`src/rtl/uart_pkg.sv`:
```
// Shared UART receive definitions: state enumeration, default oversample ratio, idle line level.
// Optional macro RX_PARITY_EN adds the PARITY state between the data bits and the stop bit.
package uart_pkg;

  localparam int   DEFAULT_OVERSAMPLE = 16;
  localparam logic RX_IDLE_LEVEL      = 1'b1;

`ifdef RX_PARITY_EN
  typedef enum logic [2:0] {
    IDLE   = 3'd0,
    START  = 3'd1,
    DATA   = 3'd2,
    PARITY = 3'd3,
    STOP   = 3'd4
  } rx_state_e;
`else
  typedef enum logic [2:0] {
    IDLE  = 3'd0,
    START = 3'd1,
    DATA  = 3'd2,
    STOP  = 3'd4
  } rx_state_e;
`endif

endpackage

```
`src/rtl/bit_synchronizer.sv`:
```
// Multi-flop synchronizer bringing an asynchronous level into the clk_i domain.
// Flops reset to RESET_VAL so an idle-high line does not look like activity after reset.
module bit_synchronizer #(
  parameter int   SYNC_STAGES = 2,
  parameter logic RESET_VAL   = 1'b1
) (
  input  logic clk_i,
  input  logic rst_ni,
  input  logic d_i,
  output logic q_o
);

  logic [SYNC_STAGES-1:0] sync_q;

  always_ff @(posedge clk_i or negedge rst_ni) begin
    if (!rst_ni) begin
      sync_q <= {SYNC_STAGES{RESET_VAL}};
    end else begin
      sync_q <= {sync_q[SYNC_STAGES-2:0], d_i};
    end
  end

  assign q_o = sync_q[SYNC_STAGES-1];

endmodule

```
`src/rtl/receiver.sv`:
```
// Oversampling UART receiver (8 data bits, LSB first, one stop bit) with ready/overrun handshake.
// Define RX_PARITY_EN to receive and check an even-parity bit after the data bits.
module receiver
  import uart_pkg::*;
#(
  parameter int OVERSAMPLE  = DEFAULT_OVERSAMPLE,
  parameter int SYNC_STAGES = 2
) (
  input  logic       clk_100m,
  input  logic       rst_n,
  input  logic       clken,
  input  logic       rx,
  input  logic       rdy_clr,
  output logic [7:0] data_out,
  output logic       rdy,
  output logic       frame_err,
  output logic       overrun,
  output logic       parity_err,
  output logic       rx_busy
);

  localparam int             TW        = $clog2(OVERSAMPLE);
  localparam logic [TW-1:0]  HALF_LAST = TW'(OVERSAMPLE / 2 - 1);
  localparam logic [TW-1:0]  FULL_LAST = TW'(OVERSAMPLE - 1);

  logic rxSync;

  bit_synchronizer #(
    .SYNC_STAGES (SYNC_STAGES),
    .RESET_VAL   (RX_IDLE_LEVEL)
  ) u_rxSync (
    .clk_i  (clk_100m),
    .rst_ni (rst_n),
    .d_i    (rx),
    .q_o    (rxSync)
  );

  rx_state_e     state_q,     state_d;
  logic [TW-1:0] tick_q,      tick_d;
  logic [2:0]    bitIdx_q,    bitIdx_d;
  logic [7:0]    shift_q,     shift_d;
  logic          armed_q,     armed_d;
  logic [7:0]    dataOut_q,   dataOut_d;
  logic          rdy_q,       rdy_d;
  logic          frameErr_q,  frameErr_d;
  logic          overrun_q,   overrun_d;
  logic          stopSample;
`ifdef RX_PARITY_EN
  logic          parBit_q,    parBit_d;
  logic          parityErr_q, parityErr_d;
`endif

  always_ff @(posedge clk_100m or negedge rst_n) begin
    if (!rst_n) begin
      state_q    <= IDLE;
      tick_q     <= '0;
      bitIdx_q   <= '0;
      shift_q    <= '0;
      armed_q    <= 1'b0;
      dataOut_q  <= 8'h00;
      rdy_q      <= 1'b0;
      frameErr_q <= 1'b0;
      overrun_q  <= 1'b0;
    end else begin
      state_q    <= state_d;
      tick_q     <= tick_d;
      bitIdx_q   <= bitIdx_d;
      shift_q    <= shift_d;
      armed_q    <= armed_d;
      dataOut_q  <= dataOut_d;
      rdy_q      <= rdy_d;
      frameErr_q <= frameErr_d;
      overrun_q  <= overrun_d;
    end
  end

`ifdef RX_PARITY_EN
  always_ff @(posedge clk_100m or negedge rst_n) begin
    if (!rst_n) begin
      parBit_q    <= 1'b0;
      parityErr_q <= 1'b0;
    end else begin
      parBit_q    <= parBit_d;
      parityErr_q <= parityErr_d;
    end
  end
`endif

  // armed_q blocks a new start until the line has been seen idle, so a held-low break is ignored
  always_comb begin
    state_d    = state_q;
    tick_d     = tick_q;
    bitIdx_d   = bitIdx_q;
    shift_d    = shift_q;
    armed_d    = armed_q;
    stopSample = 1'b0;
`ifdef RX_PARITY_EN
    parBit_d   = parBit_q;
`endif

    if (clken) begin
      unique case (state_q)
        IDLE: begin
          if (rxSync == RX_IDLE_LEVEL) begin
            armed_d = 1'b1;
          end else if (armed_q) begin
            state_d = START;
            tick_d  = '0;
          end
        end

        START: begin
          if (tick_q == HALF_LAST) begin
            tick_d   = '0;
            bitIdx_d = '0;
            state_d  = (rxSync == RX_IDLE_LEVEL) ? IDLE : DATA;
          end else begin
            tick_d = tick_q + TW'(1);
          end
        end

        DATA: begin
          if (tick_q == FULL_LAST) begin
            tick_d   = '0;
            shift_d  = {rxSync, shift_q[7:1]};
            bitIdx_d = bitIdx_q + 3'd1;
            if (bitIdx_q == 3'd7) begin
`ifdef RX_PARITY_EN
              state_d = PARITY;
`else
              state_d = STOP;
`endif
            end
          end else begin
            tick_d = tick_q + TW'(1);
          end
        end

`ifdef RX_PARITY_EN
        PARITY: begin
          if (tick_q == FULL_LAST) begin
            tick_d   = '0;
            parBit_d = rxSync;
            state_d  = STOP;
          end else begin
            tick_d = tick_q + TW'(1);
          end
        end
`endif

        STOP: begin
          if (tick_q == FULL_LAST) begin
            tick_d     = '0;
            stopSample = 1'b1;
            state_d    = IDLE;
            if (rxSync != RX_IDLE_LEVEL) begin
              armed_d = 1'b0;
            end
          end else begin
            tick_d = tick_q + TW'(1);
          end
        end

        default: begin
          state_d = IDLE;
          tick_d  = '0;
        end
      endcase
    end
  end

  // A stop sample coinciding with rdy_clr keeps rdy set and does not flag overrun
  always_comb begin
    dataOut_d  = dataOut_q;
    frameErr_d = frameErr_q;
    rdy_d      = stopSample | (rdy_q & ~rdy_clr);
    overrun_d  = ~rdy_clr & (overrun_q | (stopSample & rdy_q));
`ifdef RX_PARITY_EN
    parityErr_d = parityErr_q;
`endif
    if (stopSample) begin
      dataOut_d  = shift_q;
      frameErr_d = ~rxSync;
`ifdef RX_PARITY_EN
      parityErr_d = ^{shift_q, parBit_q};
`endif
    end
  end

  assign data_out  = dataOut_q;
  assign rdy       = rdy_q;
  assign frame_err = frameErr_q;
  assign overrun   = overrun_q;
  assign rx_busy   = (state_q != IDLE);
`ifdef RX_PARITY_EN
  assign parity_err = parityErr_q;
`else
  assign parity_err = 1'b0;
`endif

endmodule

```
`config.mk`:
```
export PLATFORM = sky130hd
export DESIGN_NAME = receiver
export DESIGN_NICKNAME = d
export VERILOG_FILES = /design/src/rtl/uart_pkg.sv /design/src/rtl/bit_synchronizer.sv /design/src/rtl/receiver.sv
export SDC_FILE = /design/constraint.sdc
export NUM_CORES = 1
export LEC_CHECK = 0
export BUFFER_PORTS_ARGS = -buffer_cell sky130_fd_sc_hd__buf_4
export CAP_MARGIN = 10
export CORE_ASPECT_RATIO = 0.5
export CORE_MARGIN = 4
export CORE_UTILIZATION = 30
export DETAILED_ROUTE_END_ITERATION = 7
export MAX_ROUTING_LAYER = met4
export PLACE_DENSITY = 0.47
export SLEW_MARGIN = 40
export SYNTH_ARGS = -nofsm -noshare
export SYNTH_HDL_FRONTEND = slang
export SYNTH_SLANG_ARGS = --single-unit
```
`constraint.sdc`:
```
create_clock -name clk_100m -period 3.55 [get_ports clk_100m]
set_input_delay 0.1775 -clock clk_100m [delete_from_list [all_inputs] [get_ports clk_100m]]
set_output_delay 0.1775 -clock clk_100m [all_outputs]
set_load 0.02 [all_outputs]
```
==> key figures <==
Cells and area
  • Area of the multi-input gates: approximately 640 sq um
  • Design area: approximately 1800 sq um
  • Register area: between 800 and 900 sq um
  • Final nets: between 150 and 200
  • Fillcell total: roughly 470
  • Antenna cell count: 0
  • Final core occ: between 30% and 40%
  • Final std cells w/o fill: 211
  • Layout cells sized above 1: between 30% and 40%
  • Area Overhead vs Synth: 19.60%

CTS
  • CTS tree: built
  • Clock tree buffer depth: 2
  • Clock latency at the later pin of the worst-skew pair: 0.28 ns
  • CTS resizes: 0
  • Post-CTS Setup Inserts: 0
  • Clock-pin transition on the worst setup and hold timing paths: approximately 0.07 ns
  • # clock sinks: 32
  • Num CTS Buffers: 5
  • CTS root buf: clkbuf_8
  • Quantity of hold-fixing buffers added after cts: 2
  • H-tree depth reported by CTS: 2

Critical path
  • CP max FO: 10
  • Crit Path Class: flop to flop
  • Req. time, crit path: around 3.7 ns
  • Crit path DAT: ~2.0 ns
  • Crit end category: flop
  • Startpoint type of the worst setup path: flop

Yosys
  • Post-synth ARST share: 100.0%
  • Primary FF master, synth: dfrtp_1
  • Synthesized instance count: roughly 120
  • Netlist cell types: 43
  • Syn Std Cell Area: 1500 sq um
  • Top cells by area, synth: dfrtp_1 (50%), mux2_2 (13%), dfstp_2 (3.5%)
  • Cell taking the most area after synthesis: dfrtp_1
  • Syn nets: 132
  • EDFF count, synth: 0
  • Synth warn: 0
  • Seq/Total Area, Yosys: between 50% and 60%
  • Synth top area share: about 50%
  • #FFs+latches synth: 32
  • Syn Area/Cell: 12.10 sq um

Route
  • Routed vias: about 1,000
  • DR WL/cell: between 10 and 15 microns
  • Final WL: 2752 microns
  • Drt via density: about 4.8
  • DRT Pass-1 Iters: 4
  • Routed Antenna Nets: 0
  • DR DRC count: 0
  • DR iter-0 viols: 27

GRT
  • First-pass GRT wire length: 4947 microns
  • GRT Util Overall: around a tenth
  • Grt total ovfl: 0
  • Initial antenna violation count: 0
  • Pin count of the biggest net entering global routing: 33
  • Number of global-route vias before repair: 1,028

Power and ir drop
  • Internal power: approximately 0.71 mW
  • Clk pwr share: around a third
  • PD cells: 561.8 nW/um^2
  • Overall power: between 1 and 1.5 mW
  • Reg power frac: 45.4%
  • Sw Share: 29.75%
  • Combinational Power Share: roughly a fifth
  • Max IR drop VDD: ~0.00017 V
  • Leakage: between 0.8 and 0.9 nW
  • Switching power: around 0.30 mW

STA
  • F_max: about 0.56 GHz
  • PnR worst setup slack: between 1.5 and 2 ns
  • RSZ-0062 raised after global routing: no
  • Hold Fails Final Rpt: 0
  • Final setup viols: 0
  • Fin Clk Skew: between 0.002 and 0.0025 ns
  • Final Max Tran Viols: 0
  • Final Cycle Share: around half
  • Crit path time final: between 1.5 and 2 ns
  • Hold_ws: ~0.042 ns
  • Setup_tns: 0 ns

Hold path
  • Hold crit path type: input port to flop

Floorplanning
  • Area of the core: 4616 sq um
  • Number of I/O pins: 18
  • Die Ht: 58.01 microns
  • Die width: 108.0 microns
  • Die Area: roughly 6300 sq um
  • Core Rows: 17
  • Initial Util: ~33%

Place
  • Area after DPL: around 1700 sq um
  • Pre-CTS setup slack: ~1.7 ns
  • Port bufs: 16
  • GP Congestion: roughly 0.81
  • Placed Cells: 201
  • Detailed placement HPWL: roughly 1900 microns

Job
  • Max Cap Violations: 0

Outcome
  • Outcome: complete, no violations
[per-layer routing]
metal	vias up	track usage (%)	wire [microns]
met5	-	-	0
met4	0	4.856	42
met3	6	4.449	147
met2	24	14.75	1184
met1	493	13.53	1378
li1	481	-	-
[critical path, stage by stage (launching register included)]
cell,delay [ns]
dfrtp_1,0.38
ha_1,0.24
nand3_1,0.18
nor3_4,0.49
mux2_2,0.39
[cells in the mapped netlist (2+ instances only)]
cell      count
inv_1         6
dfstp_2       2
o21ai_0       9
a31oi_1       3
nor3b_1       2
nand3_1       3
nand2_1       7
a21oi_1       2
buf_4         2
buf_2         2
ha_1          3
mux2_1        2
nand2b_1      4
dfrtp_1      30
nor2_1        3
mux2_2       17
[cells by family (layout without fill, tap and decap cells)]
| family | Yosys count | count (layout) | synth area share (%) |
|---|---|---|---|
| flip-flops | 32 | 32 | 53.54 |
| AND/OR/NAND/NOR | 30 | 30 | 12.59 |
| AO/OA/AOI/OAI | 26 | 26 | 11.76 |
| multiplexers | 19 | 19 | 14.26 |
| buffers and inverters | 11 | 32 | 3.920 |
| adder cells (fa/ha/maj) | 3 | 3 | 2.502 |
| XOR/XNOR | 2 | 2 | 1.168 |
| other | 1 | 1 | 0.2500 |
[path summary, 6_finish.rpt]
| path | start | slack (ns) | end | depth (start not counted) |
|---|---|---|---|---|
| min in group asynchronous | rst_n | 0.36 | overrun | 2 |
| max | tick_q[0] | 1.75 | shift_q[0] | 4 |
| min reg2reg | u_rxSync.sync_q[0] | 0.36 | u_rxSync.sync_q[1] | 0 |
| min | rdy_clr | 0.04 | overrun | 2 |
| max reg2reg | tick_q[0] | 1.75 | shift_q[0] | 4 |
| max in group asynchronous | rst_n | 2.85 | u_rxSync.sync_q[1] | 2 |
[layout make-up]
cell class	instances	share of cell area [%]
flip-flops and latches	32	44.77
multi-input cells	81	35.56
repair buffers	18	7.810
well taps	66	4.603
clock buffers	6	4.045
clock inverters	2	1.953
inverters	6	1.255
[power by group through the flow]
stage               clock network, mW  registers, mW  logic [mW]
floorplan                           0          0.430       0.184
global placement                    0          0.463       0.208
detailed placement                  0          0.463       0.209
CTS                             0.358          0.456       0.212
global route                    0.375          0.465       0.244
finish                          0.342          0.458       0.208
[sequential cells by signal (all words and copies together), names as in the netlist]
| register | flops |
|---|---|
| shift_q | 8 |
| state_q | 3 |
| u_rxSync.sync_q | 2 |
| rdy | 1 |
| overrun | 1 |
| frame_err | 1 |
| armed_q | 1 |
| tick_q | 4 |
| data_out | 8 |
| bitIdx_q | 3 |
[placed cells by master, fill, tap and decap left out, types with 2 or more instances in the layout]
master         count
a21oi_1            2
a31oi_1            3
buf_4             16
clkbuf_8           5
dfrtp_1           30
dfstp_2            2
dlygate4sd3_1      2
ha_1               3
inv_1              6
mux2_1             2
mux2_2            17
nand2_1            7
nand2b_1           4
nand3_1            3
nor2_1             3
nor3b_1            2
o21ai_0            9
(Power assumes the default switching activity.)
